### config.mk
export PLATFORM = sky130hd
export DESIGN_NAME = logic_unit_pipe
export DESIGN_NICKNAME = d
export VERILOG_FILES = /design/src/rtl/logic_unit_pipe.sv
export SDC_FILE = /design/constraint.sdc
export NUM_CORES = 1
export LEC_CHECK = 0
export CAP_MARGIN = 20
export CORE_ASPECT_RATIO = 1.75
export CORE_UTILIZATION = 56
export DETAILED_ROUTE_END_ITERATION = 12
export MAX_ROUTING_LAYER = met4
export PLACE_DENSITY = 0.82
export SLEW_MARGIN = 40
export SYNTH_ARGS = -nofsm -noshare
export SYNTH_HDL_FRONTEND = slang
export SYNTH_SLANG_ARGS = --single-unit
export TNS_END_PERCENT = 5
### constraint.sdc
create_clock -name clk -period 3.46 [get_ports clk]
set_clock_uncertainty 0.1 [all_clocks]
set_input_delay 0.692 -clock clk [delete_from_list [all_inputs] [get_ports clk]]
set_output_delay 0.692 -clock clk [all_outputs]
set_load 0.01 [all_outputs]
### src/rtl/logic_unit_pipe.sv
// ---------------------------------------------------------------------------
// logic_unit_pipe
//
// Two-stage pipelined bitwise logic unit. It takes operand pairs over a
// valid/ready handshake, applies one of eight bitwise operations selected by
// a 3-bit opcode, and returns a registered result with zero and parity flags.
// It also keeps a saturating count of completed output handshakes.
//
// Pipeline:
//   S1 : registers a, b and opcode on an input handshake.
//   S2 : computes the result from S1 and registers result, flags and valid.
//   With S2 free, a handshake at edge N gives out_valid high after edge N+1.
//   Throughput is one operation per cycle while out_ready is high.
//
// Parameters:
//   WIDTH      operand/result width in bits (>= 1)
//   CNT_W      width of the completed-operation counter (>= 1)
//
// Ports:
//   clk        rising-edge clock
//   rst_n      synchronous, active-low reset
//   in_valid   operand pair and opcode presented
//   in_ready   block can accept this cycle (combinational from state and
//              out_ready only, never from in_valid)
//   opcode     operation select:
//                000 AND    001 OR     010 XOR    011 NOR
//                100 NAND   101 XNOR   110 NOT A  111 A AND NOT B
//   a, b       operands
//   out_valid  result presented (registered)
//   out_ready  consumer accepts result
//   out_result operation result (registered)
//   out_zero   out_result == 0 (registered)
//   out_parity XOR-reduce of out_result (registered)
//   count_clr  synchronous clear of op_count; wins over a same-cycle count
//   op_count   saturating count of output handshakes (registered)
// ---------------------------------------------------------------------------
module logic_unit_pipe #(
  parameter int WIDTH = 32,
  parameter int CNT_W = 16
) (
  input  logic             clk,
  input  logic             rst_n,
  input  logic             in_valid,
  output logic             in_ready,
  input  logic [2:0]       opcode,
  input  logic [WIDTH-1:0] a,
  input  logic [WIDTH-1:0] b,
  output logic             out_valid,
  input  logic             out_ready,
  output logic [WIDTH-1:0] out_result,
  output logic             out_zero,
  output logic             out_parity,
  input  logic             count_clr,
  output logic [CNT_W-1:0] op_count
);

  // Opcode encoding; all eight codes are real operations.
  typedef enum logic [2:0] {
    OP_AND  = 3'b000,
    OP_OR   = 3'b001,
    OP_XOR  = 3'b010,
    OP_NOR  = 3'b011,
    OP_NAND = 3'b100,
    OP_XNOR = 3'b101,
    OP_NOTA = 3'b110,
    OP_ANDN = 3'b111
  } op_e;

  localparam logic [CNT_W-1:0] CNT_MAX = '1;

  // Stage 1 holding registers
  logic             s1_valid;
  logic [WIDTH-1:0] s1_a;
  logic [WIDTH-1:0] s1_b;
  op_e              s1_op;

  // Stage 2 handshake and the combinational result feeding its registers
  logic             s2_ready;
  logic [WIDTH-1:0] s2_result;
  logic             out_fire;

  // Flow control. S2 can take new data when it is empty or its result is
  // leaving this cycle; S1 can take new data when it is empty or can pass
  // its contents to S2. When out_ready rises while both stages are full,
  // in_ready rises in the same cycle so S1 and S2 both move on that edge
  // without a bubble.
  assign s2_ready = !out_valid || out_ready;
  assign in_ready = !s1_valid || s2_ready;
  assign out_fire = out_valid && out_ready;

  // Result selection from S1 contents. The default assignment only keeps
  // the block latch-free; every opcode value has its own explicit arm.
  always_comb begin
    s2_result = '0;
    unique case (s1_op)
      OP_AND:  s2_result = s1_a & s1_b;
      OP_OR:   s2_result = s1_a | s1_b;
      OP_XOR:  s2_result = s1_a ^ s1_b;
      OP_NOR:  s2_result = ~(s1_a | s1_b);
      OP_NAND: s2_result = ~(s1_a & s1_b);
      OP_XNOR: s2_result = ~(s1_a ^ s1_b);
      OP_NOTA: s2_result = ~s1_a;
      OP_ANDN: s2_result = s1_a & ~s1_b;
    endcase
  end

  // Stage 1. Loaded whenever in_ready is high; if nothing is offered at that
  // point s1_valid clears, which is how S1 empties after handing data to S2.
  // Operand registers only change on an actual handshake so that a, b and
  // opcode may wander freely between transfers.
  always_ff @(posedge clk) begin
    if (!rst_n) begin
      s1_valid <= 1'b0;
      s1_a     <= '0;
      s1_b     <= '0;
      s1_op    <= OP_AND;
    end else if (in_ready) begin
      s1_valid <= in_valid;
      if (in_valid) begin
        s1_a  <= a;
        s1_b  <= b;
        s1_op <= op_e'(opcode);
      end
    end
  end

  // Stage 2 / output registers. When S2 can accept, out_valid follows
  // s1_valid. Result and flags are only rewritten when real data arrives,
  // so during a stall (out_valid && !out_ready) they stay perfectly stable.
  always_ff @(posedge clk) begin
    if (!rst_n) begin
      out_valid  <= 1'b0;
      out_result <= '0;
      out_zero   <= 1'b0;
      out_parity <= 1'b0;
    end else if (s2_ready) begin
      out_valid <= s1_valid;
      if (s1_valid) begin
        out_result <= s2_result;
        out_zero   <= (s2_result == '0);
        out_parity <= ^s2_result;
      end
    end
  end

  // Completed-operation counter. Counts output handshakes, sticks at its
  // maximum instead of wrapping, and a clear takes priority over a count
  // landing in the same cycle.
  always_ff @(posedge clk) begin
    if (!rst_n) begin
      op_count <= '0;
    end else if (count_clr) begin
      op_count <= '0;
    end else if (out_fire && (op_count != CNT_MAX)) begin
      op_count <= op_count + 1'b1;
    end
  end

endmodule

# After elaboration in Yosys (flattened, before gate mapping)
# Cells that the tools add are included.
word_totals:
  register_bits: 119
  output_inout_bits: 52
op_classes:
  addsub: 1
  eq_ne: 8
  muxes: 1
  bitwise_logic: 10
  reduce_logical: 12
op_table:
  columns: ["operator", "count"]
  rows:
  - ["32-bit one-hot mux with 8 select lines", 1]
  - ["32-bit NOT", 5]
  - ["32-bit AND", 2]
  - ["32-bit zero test", 1]
  - ["32-bit bitwise OR", 1]
  - ["32-bit parity", 1]
  - ["32-bit XOR", 1]
  - ["16-bit by 1-bit adder with 16-bit output (second input constant)", 1]
  - ["16-bit != test (second input constant)", 1]
  - ["3-bit equality test (second input constant)", 4]
  - ["3-bit by 2-bit equality test with 1-bit output (second input constant)", 2]
  - ["2-bit AND reduction", 2]
  - ["3-bit by 1-bit equality test with 1-bit output (second input constant)", 1]
  - ["3-bit zero test", 1]
  - ["1-bit logical AND", 2]
  - ["1-bit zero test", 2]
  - ["1-bit logical OR", 2]
  - ["2-bit OR reduction", 1]
  - ["1-bit NOT", 1]

# Longest topological paths before layout
# Gate-level depths: netlist of the first run.
logic_depth:
  depth_word: 4
  mapped_depth: 13
  ltp_nobuf: 13

# Worst setup path after synthesis of the first run
# Ideal clock, no wire load.
synth_path:
  path_kind: "reg2reg"
  startpoint: "reg s1_op[1]"
  endpoint: "reg out_parity"
  setup_time_ns: 0.132
  t_arrival_ns: 2.291
  required_time_ns: 3.228
  slack_ns: 0.936
  stages_incl_launch_ff: 12
  cell_sequence: "dfxtp_1 > buf_2 > buf_4 > xor2_1 > a211o_1 > and2_1 > ha_1 > xnor2_1 > xnor2_1 > xnor2_1 > xnor2_1 > a21oi_1"
synth_via:
  elab_chain_cells: 3
  word_cells_on_any_way: 10
  cone_classes: "eq/ne (7); mux (1); reduce/logical (2)"
synth_lines:
  columns: ["item", "line_no", "source"]
  rows:
  - ["start, declared", "75", "op_e s1_op;"]
  - ["start signal, assigned", "122", "s1_op <= op_e'(opcode);"]
  - ["3-bit equality test, or another cell as far along", "95", "unique case (s1_op)"]
  - ["32-bit one-hot mux with 8 select lines *", "95", null]
  - ["32-bit parity *", "141", "out_parity <= ^s2_result;"]
  - ["end signal, assigned", "141", null]
  - ["end, declared", "52", "output logic out_parity,"]
# Every way passes the cells marked *; elsewhere a longest branch is shown, timed or not.
# A chain may end at the register's enable or synchronous reset.

# Final worst setup path of the first run
layout_path:
  startpoint: "reg s1_op[2]"
  endpoint: "reg out_parity"
# The elaborated chain is that of the path after synthesis.

==> results of run 1 <==
==> area by class of cell <==
cell class	instances	area [µm²]
timing repair buffer	138	1420
clock inverter	11	145
clock buffer	21	480
multi-input combinational	763	5430
fill	1146	4440
tap	183	229
inverter	82	308
sequential	119	2390
==> state kept, by name (all words and copies together), names as in the netlist <==
signal,count
out_result,32
s1_a,32
s1_b,32
op_count,16
s1_op,3
out_parity,1
out_valid,1
out_zero,1
s1_valid,1
==> cell families (layout without fill, tap and decap cells) <==
logic type | count (synthesis) | after routing
AOI/OAI and AO/OA | 296 | 296
xor gates and xnor gates | 55 | 55
adders and majority gates | 113 | 113
buffers and inverters | 158 | 252
DFF | 119 | 119
muxes | 17 | 17
and+or+nand+nor | 282 | 282
==> power breakdown <==
part	leakage (nW)	switching [mW]	internal (mW)	total, mW
Clock	0.309	0.660	1.21	1.87
Combinational	2.74	0.465	0.489	0.954
Sequential	0.979	0.0896	1.45	1.54
Total	4.03	1.21	3.14	4.36
==> worst max-delay path by stage <==
stage / from / endpoint / slack (ps) / depth (start not counted)
after detailed placement: s1_op[2] / out_parity / 580 / 9
after CTS: s1_op[2] / out_parity / 560 / 9
final: s1_op[2] / out_parity / 520 / 9
after global placement: s1_op[2] / out_parity / 610 / 9
after global routing: s1_op[2] / out_parity / 370 / 9
after floorplan: s1_op[1] / out_parity / 940 / 11
==> routing by layer <==
metal,global-route usage,wire [µm],up-vias
met4,0.128,599,0
met3,0.0405,665,41
met1,0.298,8170,3322
li1,-,-,3705
met5,-,0,-
met2,0.454,9700,161
==> synthesized netlist by cell type (3+ instances only) <==
| cell | n | area [µm²] |
|---|---|---|
| a211o_1 | 31 | 272 |
| a211oi_1 | 33 | 248 |
| a21boi_0 | 66 | 495 |
| a21oi_1 | 59 | 295 |
| a31oi_1 | 14 | 87.6 |
| and2_1 | 33 | 206 |
| buf_1 | 7 | 26.3 |
| buf_2 | 11 | 55.1 |
| buf_4 | 13 | 97.6 |
| buf_6 | 3 | 33.8 |
| clkbuf_1 | 42 | 158 |
| dfxtp_1 | 119 | 2380 |
| ha_1 | 113 | 1410 |
| inv_1 | 82 | 308 |
| mux2i_1 | 16 | 160 |
| nand2_1 | 171 | 642 |
| nand3_1 | 6 | 30.0 |
| nand4_1 | 7 | 43.8 |
| nor2_1 | 8 | 30.0 |
| nor2_2 | 3 | 18.8 |
| nor2b_1 | 36 | 225 |
| o211ai_1 | 48 | 360 |
| o21ai_0 | 35 | 175 |
| o21ai_1 | 6 | 30.0 |
| or3_1 | 7 | 43.8 |
| xnor2_1 | 18 | 158 |
| xor2_1 | 36 | 315 |
==> worst min-delay path: stages, from the launching register on <==
cell and delay (ps):
dfxtp_1 320, nand2_1 50, a21boi_0 60
==> stage by stage <==
stage / hold WS [ps] / setup slack (ps)
3_5_place_dp: 382 / 580
5_1_grt: 416 / 369
2_1_floorplan: 352 / 936
6_report: 385 / 523
3_3_place_gp: 371 / 612
4_1_cts: 390 / 558
==> key figures, run 1 <==
Run status
  • Status: finished clean

Cells and area
  • Core Util, Final: 0.701
  • Diodes inserted: 0
  • Area grow syn2layout: 22.7%
  • Layout Cells excl Fill: 1317
  • Cell area after layout: 10400 µm²
  • Share of cells above drive strength 1: 0.0538
  • Nets: 1306
  • Most frequent cells in the layout: nand2_1 (170), clkdlybuf4s50_1 (122), dfxtp_1 (116), ha_1 (113), inv_1 (82)
  • Commonest non-fill, non-tap cell in the layout: nand2_1

Placed design
  • # port buffers: 123
  • GPL Wtd Cong: 0.896
  • Post-DP HPWL: 13800 µm
  • Placed cell areas: 9770 µm²
  • Placed Cells incl. Taps: 1284

Drt
  • Vias per Instance: 5.49
  • DRC viols: 0
  • Drt total wl: 19100 µm
  • Final ANT Viol Nets: 0
  • Via count: 7229
  • Drt first pass iters: 5
  • Starting DRT DRC Count: 345
  • Post-DR wirelength/cell: 14.5 µm

Worst setup path
  • Buffers & Inverters on Critical Path: 1
  • Arrival time at the worst endpoint: 3110 ps
  • Setup crit start kind: register
  • Worst path slowest cell: dfxtp_2
  • Family with the most delay on the worst path: flip-flops
  • Setup slack, reg-to-reg: 520 ps
  • CP Max Fanout: 42
  • Worst Path Required: 3640 ps
  • Critical setup path kind: register to register
  • Worst Setup End Kind: register
  • R2r endpoint: out_parity
  • CP dominant cell by count: xnor2_1
  • Critical Path, Cell by Cell: buf_4 > o211ai_1 > and2_1 > ha_1 > xor2_1 > xnor2_1 > xnor2_1 > xnor2_1 > a21oi_1
  • FF-to-FF path depth: 9
  • Reg-to-Reg Start: s1_op[2]
  • Crit path largest cell delay: 850 ps

Clocking
  • CTS Buf Count: 17
  • Post-CTS setup buffers: 0
  • Root Driver: clkbuf_16
  • CTS resizes: 0
  • Clock Sinks: 119
  • H-Tree Depth: 4
  • Post-CTS Hold Fix Bufs: 0
  • CTS tree: done
  • Deepest clock path buffer count: 2
  • Clk slew on worst S/H paths: 60 ps
  • Clk Latency, worst-skew pair: 420 ps

Power
  • Pwr dens: 419 nW/µm²
  • Overall power: 4.36 mW
  • Maximum vdd drop: 295 µV
  • Static Leak: 4.03 nW

Die
  • IO Count: 124
  • Die Ht: 165 µm
  • Core area: 14800 µm²
  • Die width: 95.0 µm
  • Die footprint: 15700 µm²
  • Core Rows: 59
  • Initial Util: 0.572

Yosys
  • Complex-gate fraction of the synthesized area: 0.238
  • Post-synthesis simple-gate area fraction: 0.156
  • Syn Nets: 1225
  • Syn Area/Cell: 8.15 µm²
  • FF+latch count, synth: 119
  • Xor/xnor cell area share of the yosys netlist: 0.0577
  • Post-synthesis cell area: 8480 µm²
  • Synth warnings: 0
  • Yosys cell types: 40
  • Post-synthesis sequential area ratio: 0.281
  • Syn Inst Count: 1040
  • Mux share of post-synthesis cell area: 0.0215
  • Most used DFF post-synth: dfxtp_1
  • Post-synthesis adder-cell area fraction: 0.167
  • Post-synth EDFFs: 0
  • Largest family of logic cells by synthesized area: compound AO/OA/AOI/OAI gates
  • Ys async rst share: 0

STA
  • Max-Slew Margin vs Limit: 0.467
  • Final period utilization: 0.849
  • Setup_tns: 0 ps
  • Slew @ Worst Pin: 800 ps
  • Setup violators final: 0
  • Max Fclk: 0.340 GHz
  • Final Hold Vio Count: 0
  • RSZ-0062 raised after global routing: false
  • Final Max Slew Viols: 0
  • Tmin final: 2940 ps

Min path
  • Hold Path Sink: s1_b[13]
  • Worst Hold Depth: 2
  • Min-delay src: s1_b[13]
  • Worst hold-check path type: register to register

GRT
  • Gr usage total: 0.266
  • Vias in the first global route: 6718
  • Gr ovfl total: 0
  • Initial antenna violation count: 0
  • Largest net degree at the start of global routing: 104
  • First-pass GRT wire length: 31300 µm

Job
  • Max-Cap Viols: 0
Power figures use the tool's default switching activity.
==> run 2, diff against run 1 <==
- CORE_UTILIZATION: 56 -> 50
- PLACE_DENSITY: 0.82 -> 0.77
- clock period: 3.46 -> 2.4 ns (I/O delays scaled with it)
==> key figures, run 2 (synthesis results as in run 1) <==
Run status
  • Status: finished with violations
  • Failing checks: negative setup slack

STA
  • Setup_tns: -477 ps (-477 ps)
  • RSZ-0062 raised after global routing: true
  • Slew @ Worst Pin: 624 ps (-176 ps)
  • Final period utilization: 1.13 (+0.283)
  • Max Fclk: 0.368 GHz (+8.2%)
  • Final worst slack: -316 ps (-838 ps)
  • Final Hold Vio Count: 0 (unchanged)
  • Final Max Slew Viols: 0 (unchanged)
  • Setup violators final: 3 (+3)
  • Max-Slew Margin vs Limit: 0.584 (+0.117)
  • Tmin final: 2720 ps (-222 ps)
  • Worst hold slack: 375 ps (-10.4 ps)

Cells and area
  • Nets: 1460 (+12%)
  • Layout Cells excl Fill: 1512 (+15%)
  • Cell area after layout: 12600 µm² (+21%)
  • Most frequent cells in the layout: nand2_1 (170), buf_4 (137), clkdlybuf4s50_1 (122), ha_1 (98), dfxtp_1 (86)
  • Fillers: 1001 (-13%)
  • Commonest non-fill, non-tap cell in the layout: nand2_1
  • Area grow syn2layout: 48.4%
  • Largest registers: out_result (32), s1_a (32), s1_b (32)
  • Core Util, Final: 0.762 (+0.0607)
  • Diodes inserted: 0 (unchanged)
  • Share of cells above drive strength 1: 0.262 (+0.208)

Clocking
  • Post-CTS Hold Fix Bufs: 0 (unchanged)
  • CTS Buf Count: 17 (unchanged)
  • Clk slew on worst S/H paths: 60 ps (about the same)
  • H-Tree Depth: 4 (unchanged)
  • Root Driver: clkbuf_16
  • CTS tree: done
  • Clock Sinks: 119 (unchanged)
  • Deepest clock path buffer count: 2 (unchanged)
  • Clk Latency, worst-skew pair: 430 ps (about the same)

Power
  • Overall power: 7.03 mW (+61%)
  • Static Leak: 5.03 nW (+25%)
  • Pwr dens: 559 nW/µm² (+33%)
  • Maximum vdd drop: 435 µV (+48%)

Placed design
  • Place WS: -194 ps (-774 ps)
  • Post-DP HPWL: 15200 µm (+11%)
  • GPL Wtd Cong: 0.828 (-7.5%)
  • Placed Cells incl. Taps: 1440 (+12%)
  • Placed cell areas: 10800 µm² (+10%)
  • # port buffers: 123 (unchanged)

Drt
  • Drt total wl: 28000 µm (+46%)
  • Post-DR wirelength/cell: 18.5 µm (+28%)
  • Starting DRT DRC Count: 579 (+68%)
  • Drt first pass iters: 5 (unchanged)
  • Vias per Instance: 5.68 (+3.5%)
  • Final ANT Viol Nets: 0 (unchanged)
  • DRC viols: 0 (unchanged)
  • Via count: 8590 (+19%)

Worst setup path
  • CP dominant cell by count: xnor2_1
  • Worst path slowest cell: dfxtp_4
  • Arrival time at the worst endpoint: 2930 ps (-180 ps)
  • Critical Path Sink: out_parity
  • Critical setup path kind: register to register
  • Reg-to-Reg Start: s1_op[1]
  • FF-to-FF path depth: 13 (+4)
  • Critical Path, Cell by Cell: buf_12 > buf_12 > buf_4 > mux2i_2 > nand2_1 > o211ai_1 > and2_4 > ha_4 > xnor2_1 > xnor2_1 > xnor2_1 > xnor2_1 > a21oi_1
  • R2r endpoint: out_parity
  • Setup slack, reg-to-reg: -320 ps (-840 ps)
  • Family with the most delay on the worst path: XOR/XNOR gates
  • CP Max Fanout: 7 (-83%)
  • Buffers & Inverters on Critical Path: 3 (+2)
  • Setup crit start kind: register
  • Worst Setup End Kind: register
  • Worst Path Required: 2620 ps (-1020 ps)
  • Stages on the worst setup path: 13 (+4)
  • Critical Path Source: s1_op[1]
  • Crit path largest cell delay: 400 ps (-450 ps)

Die
  • Core Rows: 62 (+5.1%)
  • Die width: 100 µm (+5.7%)
  • Die footprint: 17500 µm² (+12%)
  • IO Count: 124 (unchanged)
  • Die Ht: 174 µm (+5.8%)
  • Initial Util: 0.513 (-0.0583)
  • Core area: 16500 µm² (+11%)

GRT
  • Largest net degree at the start of global routing: 68 (-35%)
  • Gr ovfl total: 0 (unchanged)
  • Initial antenna violation count: 0 (unchanged)
  • Gr usage total: 0.290 (+0.0244)
  • First-pass GRT wire length: 39000 µm (+25%)
  • Vias in the first global route: 8225 (+22%)

Job
  • Max-Cap Viols: 0 (unchanged)

Min path
  • Worst Hold Depth: 2 (unchanged)
  • Worst hold-check path type: register to register
[run 2: cell count changes in the layout (fill, tap and decap cells not counted), sizes merged]
| cell | delta |
|---|---|
| inv | -1 |
| clkinv | -3 |
| bufbuf | +2 |
| clkinvlp | +1 |
| clkbuf | +7 |
| buf | +148 |
[run 2: worst register-to-register path, cell delays in order, from the launching register on]
cell and delay, ps:
dfxtp_4 400, buf_12 150, buf_12 130, buf_4 120
mux2i_2 280, nand2_1 110, o211ai_1 140, and2_4 190
ha_4 200, xnor2_1 190, xnor2_1 190, xnor2_1 180
xnor2_1 150, a21oi_1 80
[run 2: layout make-up]
| type | count | area (µm²) | area share |
|---|---|---|---|
| Clock buffer | 24 | 482 | 0.0383 |
| Clock inverter | 8 | 120 | 0.00954 |
| Inverter | 82 | 308 | 0.0245 |
| Multi-Input combinational cell | 763 | 6000 | 0.477 |
| Sequential cell | 119 | 2430 | 0.193 |
| Tap cell | 224 | 280 | 0.0223 |
| Timing Repair Buffer | 292 | 2970 | 0.236 |
[run 2: power breakdown]
group          switching [mW]  leakage (nW)  internal, mW
Clock                   0.943         0.290          1.71
Sequential              0.105         0.991          2.09
Combinational            1.00          3.75          1.18
Total                    2.05          5.03          4.98
[run 2: repair_timing]
item | CTS | global route
pin swaps | 35 | 38
resized for setup | 94 | 71
setup buffers | 16 | 15
cloned | 6 | 5
setup endpoints to repair | 2 | 3
[run 2: routing by layer]
layer | up-vias | wire [µm] | part of all wire | track usage
li1 | 4019 | - | - | -
met1 | 4069 | 10500 | 0.37 | 0.306
met2 | 372 | 14200 | 0.51 | 0.499
met3 | 130 | 1600 | 0.057 | 0.0462
met4 | 0 | 1720 | 0.061 | 0.174
met5 | - | 0 | 0 | -
[run 2: how the worst min path moves through the flow]
| stage | start | endpoint | slack (ps) |
|---|---|---|---|
| after floorplan | s1_b[14] | s1_b[14] | 350 |
| after global placement | s1_b[14] | s1_b[14] | 370 |
| after detailed placement | s1_b[13] | s1_b[13] | 370 |
| after CTS | s1_b[13] | s1_b[13] | 380 |
| after global routing | s1_b[0] | s1_b[0] | 400 |
| final | s1_b[0] | s1_b[0] | 370 |
==> run 3, diff against run 2 <==
- CORE_UTILIZATION: 50 -> 56
- PLACE_DENSITY: 0.77 -> 0.82
- clock period: 2.4 -> 2.66 ns (I/O delays scaled with it)
==> key figures, run 3 (synthesis results as in run 1) <==
Run status
  • Status: finished with violations
  • Failing checks: negative setup slack

GRT
  • Vias in the first global route: 7287 (-11%)
  • Largest net degree at the start of global routing: 68 (unchanged)
  • Initial antenna violation count: 0 (unchanged)
  • First-pass GRT wire length: 34400 µm (-12%)
  • Gr ovfl total: 0 (unchanged)
  • Gr usage total: 0.290 (about the same)

Die
  • Initial Util: 0.572 (+0.0583)
  • Die footprint: 15700 µm² (-11%)
  • Die width: 95.0 µm (-5.4%)
  • IO Count: 124 (unchanged)
  • Core Rows: 59 (-4.8%)
  • Die Ht: 165 µm (-5.4%)
  • Core area: 14800 µm² (-10%)

Placed design
  • # port buffers: 123 (unchanged)
  • GPL Wtd Cong: 0.885 (+6.8%)
  • Post-DP HPWL: 14200 µm (-6.7%)
  • Placed Cells incl. Taps: 1290 (-10%)

Clocking
  • Root Driver: clkbuf_16
  • Clk Latency, worst-skew pair: 420 ps (about the same)
  • CTS tree: done
  • H-Tree Depth: 4 (unchanged)
  • Clock Sinks: 119 (unchanged)
  • CTS Buf Count: 17 (unchanged)
  • Deepest clock path buffer count: 2 (unchanged)
  • Clk slew on worst S/H paths: 50 ps (about the same)

STA
  • Setup violators final: 2 (-1)
  • Final Hold Vio Count: 0 (unchanged)
  • Final Max Slew Viols: 0 (unchanged)
  • RSZ-0062 raised after global routing: true
  • Slew @ Worst Pin: 519 ps (-105 ps)
  • Tmin final: 2900 ps (+187 ps)
  • Final worst slack: -243 ps (+72.9 ps)
  • Final period utilization: 1.09 (-0.0402)
  • Setup_tns: -483 ps (-6.27 ps)
  • Max-Slew Margin vs Limit: 0.654 (+0.0701)
  • Max Fclk: 0.345 GHz (-6.4%)

Cells and area
  • Area grow syn2layout: 32.2%
  • Nets: 1328 (-9.0%)
  • Layout Cells excl Fill: 1339 (-11%)
  • Share of cells above drive strength 1: 0.167 (-0.0947)
  • Most frequent cells in the layout: nand2_1 (170), clkdlybuf4s50_1 (122), ha_1 (100), inv_1 (82), dfxtp_1 (70)
  • Largest registers: out_result (32), s1_a (32), s1_b (32)
  • Diodes inserted: 0 (unchanged)
  • Commonest non-fill, non-tap cell in the layout: nand2_1

Drt
  • Vias per Instance: 5.90 (+3.8%)
  • Final ANT Viol Nets: 0 (unchanged)
  • DRC viols: 0 (unchanged)
  • Drt first pass iters: 6 (+1)
  • Starting DRT DRC Count: 632 (+9.2%)
  • Drt total wl: 24200 µm (-14%)
  • Post-DR wirelength/cell: 18.0 µm (-2.6%)
  • Via count: 7895 (-8.1%)

Worst setup path
  • Critical setup path kind: register to register
  • Worst path slowest cell: nor4_1
  • Worst Setup End Kind: register
  • FF-to-FF path depth: 12 (-1)
  • Worst Path Required: 2910 ps (+290 ps)
  • Crit path largest cell delay: 490 ps (+90 ps)
  • Critical Path, Cell by Cell: inv_1 > ha_1 > inv_1 > mux2i_1 > nand2_1 > o211ai_1 > and2_1 > ha_4 > nand4_1 > nor4_1 > mux2i_1 > nor2b_1
  • Arrival time at the worst endpoint: 3160 ps (+230 ps)
  • CP Max Fanout: 3 (-4)
  • R2r endpoint: out_zero
  • Reg-to-Reg Start: s1_b[15]
  • Setup crit start kind: register
  • Setup slack, reg-to-reg: -240 ps (+70 ps)

Power
  • Maximum vdd drop: 429 µV (-1.3%)
  • Pwr dens: 537 nW/µm² (-3.8%)
  • Static Leak: 4.31 nW (-14%)

Min path
  • Min-delay src: s1_a[9]
  • Worst Hold Depth: 2 (unchanged)
  • Hold Path Sink: s1_a[9]
  • Worst hold-check path type: register to register

Job
  • Max-Cap Viols: 0 (unchanged)
==> run 3: layout make-up <==
cell class | count | area (µm²)
clock buffers | 24 | 493
clock inverters | 8 | 118
fillers | 955 | 3630
inverters | 82 | 308
multi-input cells | 763 | 5810
flip-flops and latches | 119 | 2460
well taps | 183 | 229
repair buffers | 160 | 1790
==> run 3: what timing repair did <==
action | 4_1_cts | 5_1_grt
gates resized for setup | 13 | 117
buffers inserted | 1 | 9
cloned | 3 | 4
hold buffers | 0 | 0
pin swaps | 3 | 29
endpoints found under the setup margin | 1 | 3
==> run 3: metal layers <==
metal / wire length, µm / track usage
met5: 0 / -
met3: 1390 / 0.0635
met1: 9090 / 0.308
met2: 12400 / 0.495
met4: 1230 / 0.154
==> run 3: worst max path at each step <==
stage          startpoint    endpoint  slack, ps  cells after the start
6_report         s1_b[15]    out_zero       -240                     12
5_1_grt          s1_b[15]  out_parity       -270                     13
2_1_floorplan    s1_op[1]  out_parity        140                     11
3_5_place_dp     s1_op[1]  out_parity        -40                     11
3_3_place_gp     s1_op[1]  out_parity         30                     11
4_1_cts          s1_op[1]  out_parity        0.5                     12
==> run 3: where the power goes <==
group	switching, mW	total, mW	internal, mW	leakage, nW
Sequential	0.104	1.99	1.89	0.997
Combinational	0.811	1.63	0.821	3.01
Clock	0.828	2.40	1.57	0.299
Total	1.74	6.03	4.28	4.31
==> run 3: stage by stage <==
| stage | total power, mW | worst slack (ps) | hold slack (ps) | util | cell area, µm² |
|---|---|---|---|---|---|
| CTS | 5.72 | 0.467 | 384 | 0.715 | 10600 |
| global route | 6.25 | -271 | 396 | 0.756 | 11200 |
| finish | 6.03 | -243 | 382 | 0.756 | 11200 |
| floorplan | 2.87 | 136 | 352 | - | 8480 |
| global placement | 3.26 | 27.6 | 370 | 0.665 | 9870 |
| detailed placement | 3.31 | -40.1 | 377 | 0.665 | 9870 |
==> run 3: worst max-delay path, delay by kind of cell (launching register included) <==
family	cells	cell delay, ps
AND/OR/NAND/NOR	5	1180
AO/OA/AOI/OAI	1	180
multiplexers	2	340
adder cells (fa/ha/maj)	2	480
flip-flops	1	410
buffers and inverters	2	150
